<file path="config.mk">
export PLATFORM = sky130hd
export DESIGN_NAME = mem_arbiter
export DESIGN_NICKNAME = d
export VERILOG_FILES = /design/src/rtl/mem_arbiter_pkg.sv /design/src/rtl/load_extender.sv /design/src/rtl/mem_arbiter.sv
export SDC_FILE = /design/constraint.sdc
export NUM_CORES = 1
export LEC_CHECK = 0
export BUFFER_PORTS_ARGS = -buffer_cell sky130_fd_sc_hd__buf_2
export CAP_MARGIN = 10
export CORE_ASPECT_RATIO = 2
export CORE_MARGIN = 2
export CORE_UTILIZATION = 35
export CTS_CLUSTER_SIZE = 8
export DETAILED_ROUTE_END_ITERATION = 6
export GPL_TIMING_DRIVEN = 1
export HOLD_SLACK_MARGIN = 0.15
export RECOVER_POWER = 50
export SYNTH_ARGS = -nofsm -noshare
export SYNTH_HDL_FRONTEND = slang
export SYNTH_HIERARCHICAL = 1
export SYNTH_SLANG_ARGS = --single-unit
</file>
<file path="constraint.sdc">
create_clock -name clk -period 6.2 [get_ports clk]
set_input_delay 1.86 -clock clk [delete_from_list [all_inputs] [get_ports clk]]
set_output_delay 1.86 -clock clk [all_outputs]
set_load 0.01 [all_outputs]
</file>
<file path="src/rtl/mem_arbiter_pkg.sv">
// Shared types, constants and state encoding for the byte-serial memory arbiter.
package mem_arbiter_pkg;

  localparam int WORD_W = 32;

  typedef logic [31:0]       addr_t;
  typedef logic [WORD_W-1:0] word_t;

  localparam logic  TRUE      = 1'b1;
  localparam logic  FALSE     = 1'b0;
  localparam word_t ZERO_WORD = 32'h0000_0000;
  localparam addr_t ZERO_ADDR = 32'h0000_0000;

  // A fetch is always a full word, encoded like a load of len 3.
  localparam logic [3:0] FETCH_LEN = 4'd3;

  typedef enum logic [1:0] {
    ST_IDLE  = 2'd0,
    ST_FETCH = 2'd1,
    ST_LOAD  = 2'd2,
    ST_STORE = 2'd3
  } state_e;

  function automatic logic [7:0] word_byte(input word_t w, input logic [1:0] idx);
    word_byte = w[{idx, 3'b000} +: 8];
  endfunction

endpackage

</file>
<file path="src/rtl/load_extender.sv">
// Narrows an assembled little-endian load word to its access size and applies
// sign or zero extension.
module load_extender
  import mem_arbiter_pkg::*;
(
  input  word_t      raw_i,
  input  logic [3:0] len_i,
  input  logic       sext_i,
  output word_t      ext_o
);

  // Byte and halfword results replicate their top bit only when sext is set.
  always_comb begin
    ext_o = raw_i;
    case (len_i)
      4'd0:    ext_o = {{24{sext_i & raw_i[7]}}, raw_i[7:0]};
      4'd1:    ext_o = {{16{sext_i & raw_i[15]}}, raw_i[15:0]};
      default: ext_o = raw_i;
    endcase
  end

endmodule

</file>
<file path="src/rtl/mem_arbiter.sv">
// Shares the byte-wide RAM/IO port between fetch, load and store requesters,
// serialising each access into byte transactions and pulsing a done per requester.
module mem_arbiter
  import mem_arbiter_pkg::*;
#(
  parameter int         ADDR_W = 32,
  parameter logic [1:0] IO_HI  = 2'b11
) (
  input  logic              clk,
  input  logic              rst,
  input  logic              rdy,
  input  logic              rb,
  input  logic              if_ena,
  input  logic [ADDR_W-1:0] if_addr,
  output logic              if_done,
  output word_t             if_data,
  input  logic              ld_ena,
  input  logic [ADDR_W-1:0] ld_addr,
  input  logic [3:0]        ld_len,
  input  logic              ld_sext,
  output logic              ld_done,
  output word_t             ld_data,
  input  logic              st_ena,
  input  logic [ADDR_W-1:0] st_addr,
  input  logic [3:0]        st_len,
  input  word_t             st_data,
  output logic              st_done,
  input  logic [7:0]        mem_din,
  output logic [7:0]        mem_dout,
  output logic [ADDR_W-1:0] mem_a,
  output logic              mem_wr,
  input  logic              io_buffer_full
);

  localparam logic [ADDR_W-1:0] ADDR_ZERO = {ADDR_W{1'b0}};

  state_e            state_q, state_d;
  logic [2:0]        cnt_q, cnt_d;
  logic [ADDR_W-1:0] addr_q, addr_d;
  logic [3:0]        len_q, len_d;
  logic              sext_q, sext_d;
  word_t             sdata_q, sdata_d;
  word_t             buf_q, buf_d;
  logic [ADDR_W-1:0] mem_a_q, mem_a_d;
  logic [7:0]        dout_q, dout_d;
  logic              wr_q, wr_d;
  logic              if_done_q, if_done_d;
  logic              ld_done_q, ld_done_d;
  logic              st_done_q, st_done_d;
  word_t             if_data_q, if_data_d;
  word_t             ld_data_q, ld_data_d;

  logic              any_done_s;
  logic              read_last_s;
  logic              store_end_s;
  logic              store_io_s;
  logic              grant_io_stall_s;
  logic [ADDR_W-1:0] cur_off_s;
  logic [ADDR_W-1:0] next_off_s;
  word_t             assembled_s;
  word_t             ext_s;

  assign any_done_s       = if_done_q | ld_done_q | st_done_q;
  assign read_last_s      = ({1'b0, cnt_q} == len_q);
  assign store_end_s      = ({1'b0, cnt_q} > len_q);
  assign store_io_s       = (addr_q[17:16] == IO_HI);
  assign grant_io_stall_s = (st_addr[17:16] == IO_HI) & io_buffer_full;
  assign cur_off_s        = {{(ADDR_W-3){1'b0}}, cnt_q};
  assign next_off_s       = {{(ADDR_W-3){1'b0}}, cnt_q + 3'd1};
  // mem_din answers the address driven on the previous edge, i.e. byte cnt_q.
  assign assembled_s      = buf_q | ({24'h00_0000, mem_din} << {cnt_q[1:0], 3'b000});

  load_extender u_load_extender (
    .raw_i  (assembled_s),
    .len_i  (len_q),
    .sext_i (sext_q),
    .ext_o  (ext_s)
  );

  // Next-state and registered-output logic for grant, read assembly and store streaming.
  always_comb begin
    state_d   = state_q;
    cnt_d     = cnt_q;
    addr_d    = addr_q;
    len_d     = len_q;
    sext_d    = sext_q;
    sdata_d   = sdata_q;
    buf_d     = buf_q;
    mem_a_d   = mem_a_q;
    dout_d    = dout_q;
    wr_d      = FALSE;
    if_done_d = FALSE;
    ld_done_d = FALSE;
    st_done_d = FALSE;
    if_data_d = if_data_q;
    ld_data_d = ld_data_q;

    case (state_q)
      ST_IDLE: begin
        if (any_done_s) begin
          state_d = ST_IDLE;
        end else if (st_ena) begin
          state_d = ST_STORE;
          addr_d  = st_addr;
          len_d   = st_len;
          sdata_d = st_data;
          mem_a_d = st_addr;
          if (grant_io_stall_s) begin
            cnt_d = 3'd0;
          end else begin
            dout_d = st_data[7:0];
            wr_d   = TRUE;
            cnt_d  = 3'd1;
          end
        end else if (!rb && ld_ena) begin
          state_d = ST_LOAD;
          addr_d  = ld_addr;
          len_d   = ld_len;
          sext_d  = ld_sext;
          mem_a_d = ld_addr;
          cnt_d   = 3'd0;
          buf_d   = ZERO_WORD;
        end else if (!rb && if_ena) begin
          state_d = ST_FETCH;
          addr_d  = if_addr;
          len_d   = FETCH_LEN;
          sext_d  = FALSE;
          mem_a_d = if_addr;
          cnt_d   = 3'd0;
          buf_d   = ZERO_WORD;
        end else begin
          state_d = ST_IDLE;
        end
      end

      ST_FETCH, ST_LOAD: begin
        if (rb) begin
          state_d = ST_IDLE;
          mem_a_d = ADDR_ZERO;
          cnt_d   = 3'd0;
        end else if (read_last_s) begin
          state_d = ST_IDLE;
          mem_a_d = ADDR_ZERO;
          cnt_d   = 3'd0;
          buf_d   = assembled_s;
          if (state_q == ST_FETCH) begin
            if_done_d = TRUE;
            if_data_d = assembled_s;
          end else begin
            ld_done_d = TRUE;
            ld_data_d = ext_s;
          end
        end else begin
          buf_d   = assembled_s;
          cnt_d   = cnt_q + 3'd1;
          mem_a_d = addr_q + next_off_s;
        end
      end

      ST_STORE: begin
        // Here cnt_q is the next byte to drive; a full IO sink parks it on the bus.
        if (store_end_s) begin
          state_d   = ST_IDLE;
          cnt_d     = 3'd0;
          st_done_d = TRUE;
        end else if (store_io_s && io_buffer_full) begin
          mem_a_d = addr_q + cur_off_s;
        end else begin
          mem_a_d = addr_q + cur_off_s;
          dout_d  = word_byte(sdata_q, cnt_q[1:0]);
          wr_d    = TRUE;
          cnt_d   = cnt_q + 3'd1;
        end
      end

      default: begin
        state_d = ST_IDLE;
        cnt_d   = 3'd0;
      end
    endcase
  end

  // State and output registers; everything freezes while rdy is low.
  always_ff @(posedge clk) begin
    if (rst) begin
      state_q   <= ST_IDLE;
      cnt_q     <= 3'd0;
      addr_q    <= ADDR_ZERO;
      len_q     <= 4'd0;
      sext_q    <= 1'b0;
      sdata_q   <= ZERO_WORD;
      buf_q     <= ZERO_WORD;
      mem_a_q   <= ADDR_ZERO;
      dout_q    <= 8'h00;
      wr_q      <= 1'b0;
      if_done_q <= 1'b0;
      ld_done_q <= 1'b0;
      st_done_q <= 1'b0;
      if_data_q <= ZERO_WORD;
      ld_data_q <= ZERO_WORD;
    end else if (rdy) begin
      state_q   <= state_d;
      cnt_q     <= cnt_d;
      addr_q    <= addr_d;
      len_q     <= len_d;
      sext_q    <= sext_d;
      sdata_q   <= sdata_d;
      buf_q     <= buf_d;
      mem_a_q   <= mem_a_d;
      dout_q    <= dout_d;
      wr_q      <= wr_d;
      if_done_q <= if_done_d;
      ld_done_q <= ld_done_d;
      st_done_q <= st_done_d;
      if_data_q <= if_data_d;
      ld_data_q <= ld_data_d;
    end
  end

  assign mem_a    = mem_a_q;
  assign mem_dout = dout_q;
  assign mem_wr   = wr_q & rdy;
  assign if_done  = if_done_q;
  assign ld_done  = ld_done_q;
  assign st_done  = st_done_q;
  assign if_data  = if_data_q;
  assign ld_data  = ld_data_q;

endmodule

</file>
==> reports/results.ini <==
[synthesis]
ys.flop_type = dfxtp_1
synth_cell_types = 78
synth_cells = 1444
netlist_area_sq_um = 11400
yosysWarningCount = 6
syn_area_per_cell_sq_um = 7.92
synth_fp_nets = 1613
seq_area_frac_synth_pct = 37.4
ys_ff_latch = 214
async_reset_ff_share_pct = 0
synth_edf_count = 0

[sta]
fmaxAchievable_mhz = 211
setup_ws_ps = 1460
worst_slew_pin_slew_ps = 2380
hold_viol = 0
rsz0062_at_grt = no
setup_viol = 0
relSlewSlack_pct = -58.8
fin_crit_sh_pct = 76.4
slew_viol_final = 113
fin_skew_ps = 13.1
setup_tns_ps = 0
timing.final.crit_period_ps = 4740

[clock_network]
post-cts-setup-buffers = 0
tritoncts = done
htreeDepth = 1
clock_path_buffers = 3
cts_resized = 0
cts_made_buffers = 30
cts.sinks = 214
path_clk_slew_ps = 50
cts_root_buf = clkbuf_16
cts_hold_buffers = 0
clk_latency_ps = 560

[floorplan]
core_area_sq_um = 32200
start_util_pct = 35.5
ioPinCount = 261
die-area_sq_um = 34200
rows = 93
die_w_microns = 132
die_h_microns = 260

[cells_and_area]
areaGrowthSynthToFinish_pct = 18.2
final_cell_mix = nand2_1, dfxtp_1, a21oi_1
n_antenna_cell = 0
fin_nets = 1792
layout_commonest_cell = nand2_1
drive_gt1_share_pct = 14.7

[detailed_routing]
routedWlPerCell_microns = 19.2
route.detailed.drc = 10
drt-total-wl_mm = 39.3
viasPerCell = 5.45
drt-pass1-iter-count = 7
drt_iter0_drc = 793
ant_nets = 0
num_vias = 11200

[worst_setup_path]
critPathLaunchType = flip-flop
cp_slowest_cell = clkbuf_1
reg2reg_depth = 9
regToRegSetupSlack_ps = 1460
rr_startpoint = state_q[0]
startpoint = state_q[0]
end_kind = flip-flop
path_common_cell = a311oi_1
slowest_delay_ps = 1680
crit_path_end = mem_a[24]
crit_required_ps = 6650
cp.depth = 9
cp.arrival_ps = 5190
crit_buf_inv = 3
path_class = flip-flop to flip-flop
cp_top_family = buffers and inverters
r2r_end = mem_a[24]
cp_cell_sequence = ha_2 -> clkbuf_1 -> inv_2 -> a311oi_1 -> o21ai_1 -> nand2_1 -> buf_4 -> o31ai_1 -> a311oi_1
path_max_fanout = 45

[job]
drv_cap = 3

[global_routing]
grt_pass1_wl_mm = 61.0
antenna_found_initial = 0
grt_use_total_pct = 22.3
grt_max_degree = 117
grt_overflow = 0
first_global_vias = 11000

[outcome]
outcome = finished with violations
violations = design-rule violations, max-capacitance violations, max-slew violations

[placed_design]
port_buffers = 260
hpwl_mm = 27.8
place_ws_ps = 1920
gp_congestion = 0.905

[power_and_ir_drop]
vdd_ir_drop_max_v = 0.000188
total_power_uw = 3570
leakagePower_uw = 0.00494
p_per_area_nw_per_um2 = 264

[min_path]
min_path_type = flip-flop to flip-flop

-- power breakdown --
| part | internal, uW | leakage (uW) | switching, uW |
|---|---|---|---|
| Clock | 876 | 0.000389 | 589 |
| Sequential | 1440 | 0.00174 | 64.8 |
| Combinational | 207 | 0.00281 | 392 |
| Total | 2530 | 0.00494 | 1050 |
-- flip-flops by register name, summed over array words and instances, names as in the netlist --
name and cells:
if_done 1, state_q 2, buf_q 32, ld_data 32, mem_a 32, sdata_q 32, wr_q 1, sext_q 1
addr_q 32, ld_done 1, if_data 32, len_q 4, mem_dout 8, st_done 1, cnt_q 3
-- layout make-up --
type	count	area (sq um)
inverters	24	90.1
well taps	427	534
flip-flops and latches	214	4280
repair buffers	279	1310
fillers	3395	18700
clock buffers	32	790
multi-input cells	1074	6510
-- metrics by stage --
stage	hold WS (ps)	std cells	utilization, %	area [sq um]
floorplan	432	1444	-	11400
global placement	438	2018	40.0	12900
detailed placement	443	2018	40.0	12900
CTS	450	2050	42.4	13700
global route	468	2050	41.9	13500
finish	448	2050	41.9	13500
-- synth_stat cells, types with 7 or more instances --
master,number,area (sq um)
nand3b_1,8,60.1
inv_1,22,82.6
o2bb2ai_2,9,135
mux4_2,8,180
o21ai_0,60,300
nand2_1,292,1100
a21o_1,43,323
dfxtp_1,214,4280
or2_2,7,43.8
xnor2_1,9,78.8
nor3_1,13,65.1
o211ai_1,9,67.6
a311oi_1,12,105
ha_1,14,175
o31ai_1,16,120
nor2_1,85,319
nand3_1,51,255
mux2i_1,85,851
nor4_1,12,75.1
clkbuf_1,90,338
nand2b_1,7,43.8
a221oi_1,9,78.8
nand4_1,13,81.3
buf_2,27,135
buf_4,8,60.1
a21oi_1,163,816
xor2_1,11,96.3
and2_1,7,43.8
a211oi_1,20,150
a31oi_1,8,50.1
o21ai_1,14,70.1
-- per-layer routing --
metal	global-route usage [%]	routed length (microns)
met1	22.8	14000
met2	43.6	21200
met3	3.47	2140
met4	10.9	2030
met5	0	0
-- cells by family (layout without fill, tap and decap cells) --
kind of cell	Yosys count	count (layout)	synth area share (%)
mux	94	94	9.11
simple gates	533	533	21.0
fa+ha+maj	16	16	1.88
flops	214	214	37.4
buf+inv	156	335	5.87
xor+xnor	20	20	1.53
compound gates	411	411	23.2
-- worst register-to-register path, delay by kind of cell (launching register included) --
family | cells | cell delay, ps
AND/OR/NAND/NOR | 1 | 430
buffers and inverters | 3 | 2430
flip-flops | 1 | 400
adder cells (fa/ha/maj) | 1 | 190
AO/OA/AOI/OAI | 4 | 1180
-- how the worst min path moves through the flow --
stage / slack, ps / from / endpoint / cells past startpoint
2_1_floorplan: 430 / buf_q[0] / buf_q[0] / 2
3_3_place_gp: 440 / buf_q[20] / buf_q[20] / 2
3_5_place_dp: 440 / buf_q[8] / buf_q[8] / 2
4_1_cts: 450 / buf_q[8] / buf_q[8] / 2
5_1_grt: 470 / buf_q[30] / buf_q[30] / 2
6_report: 450 / buf_q[8] / buf_q[8] / 2
No activity file was read; power rests on OpenSTA's default activity.
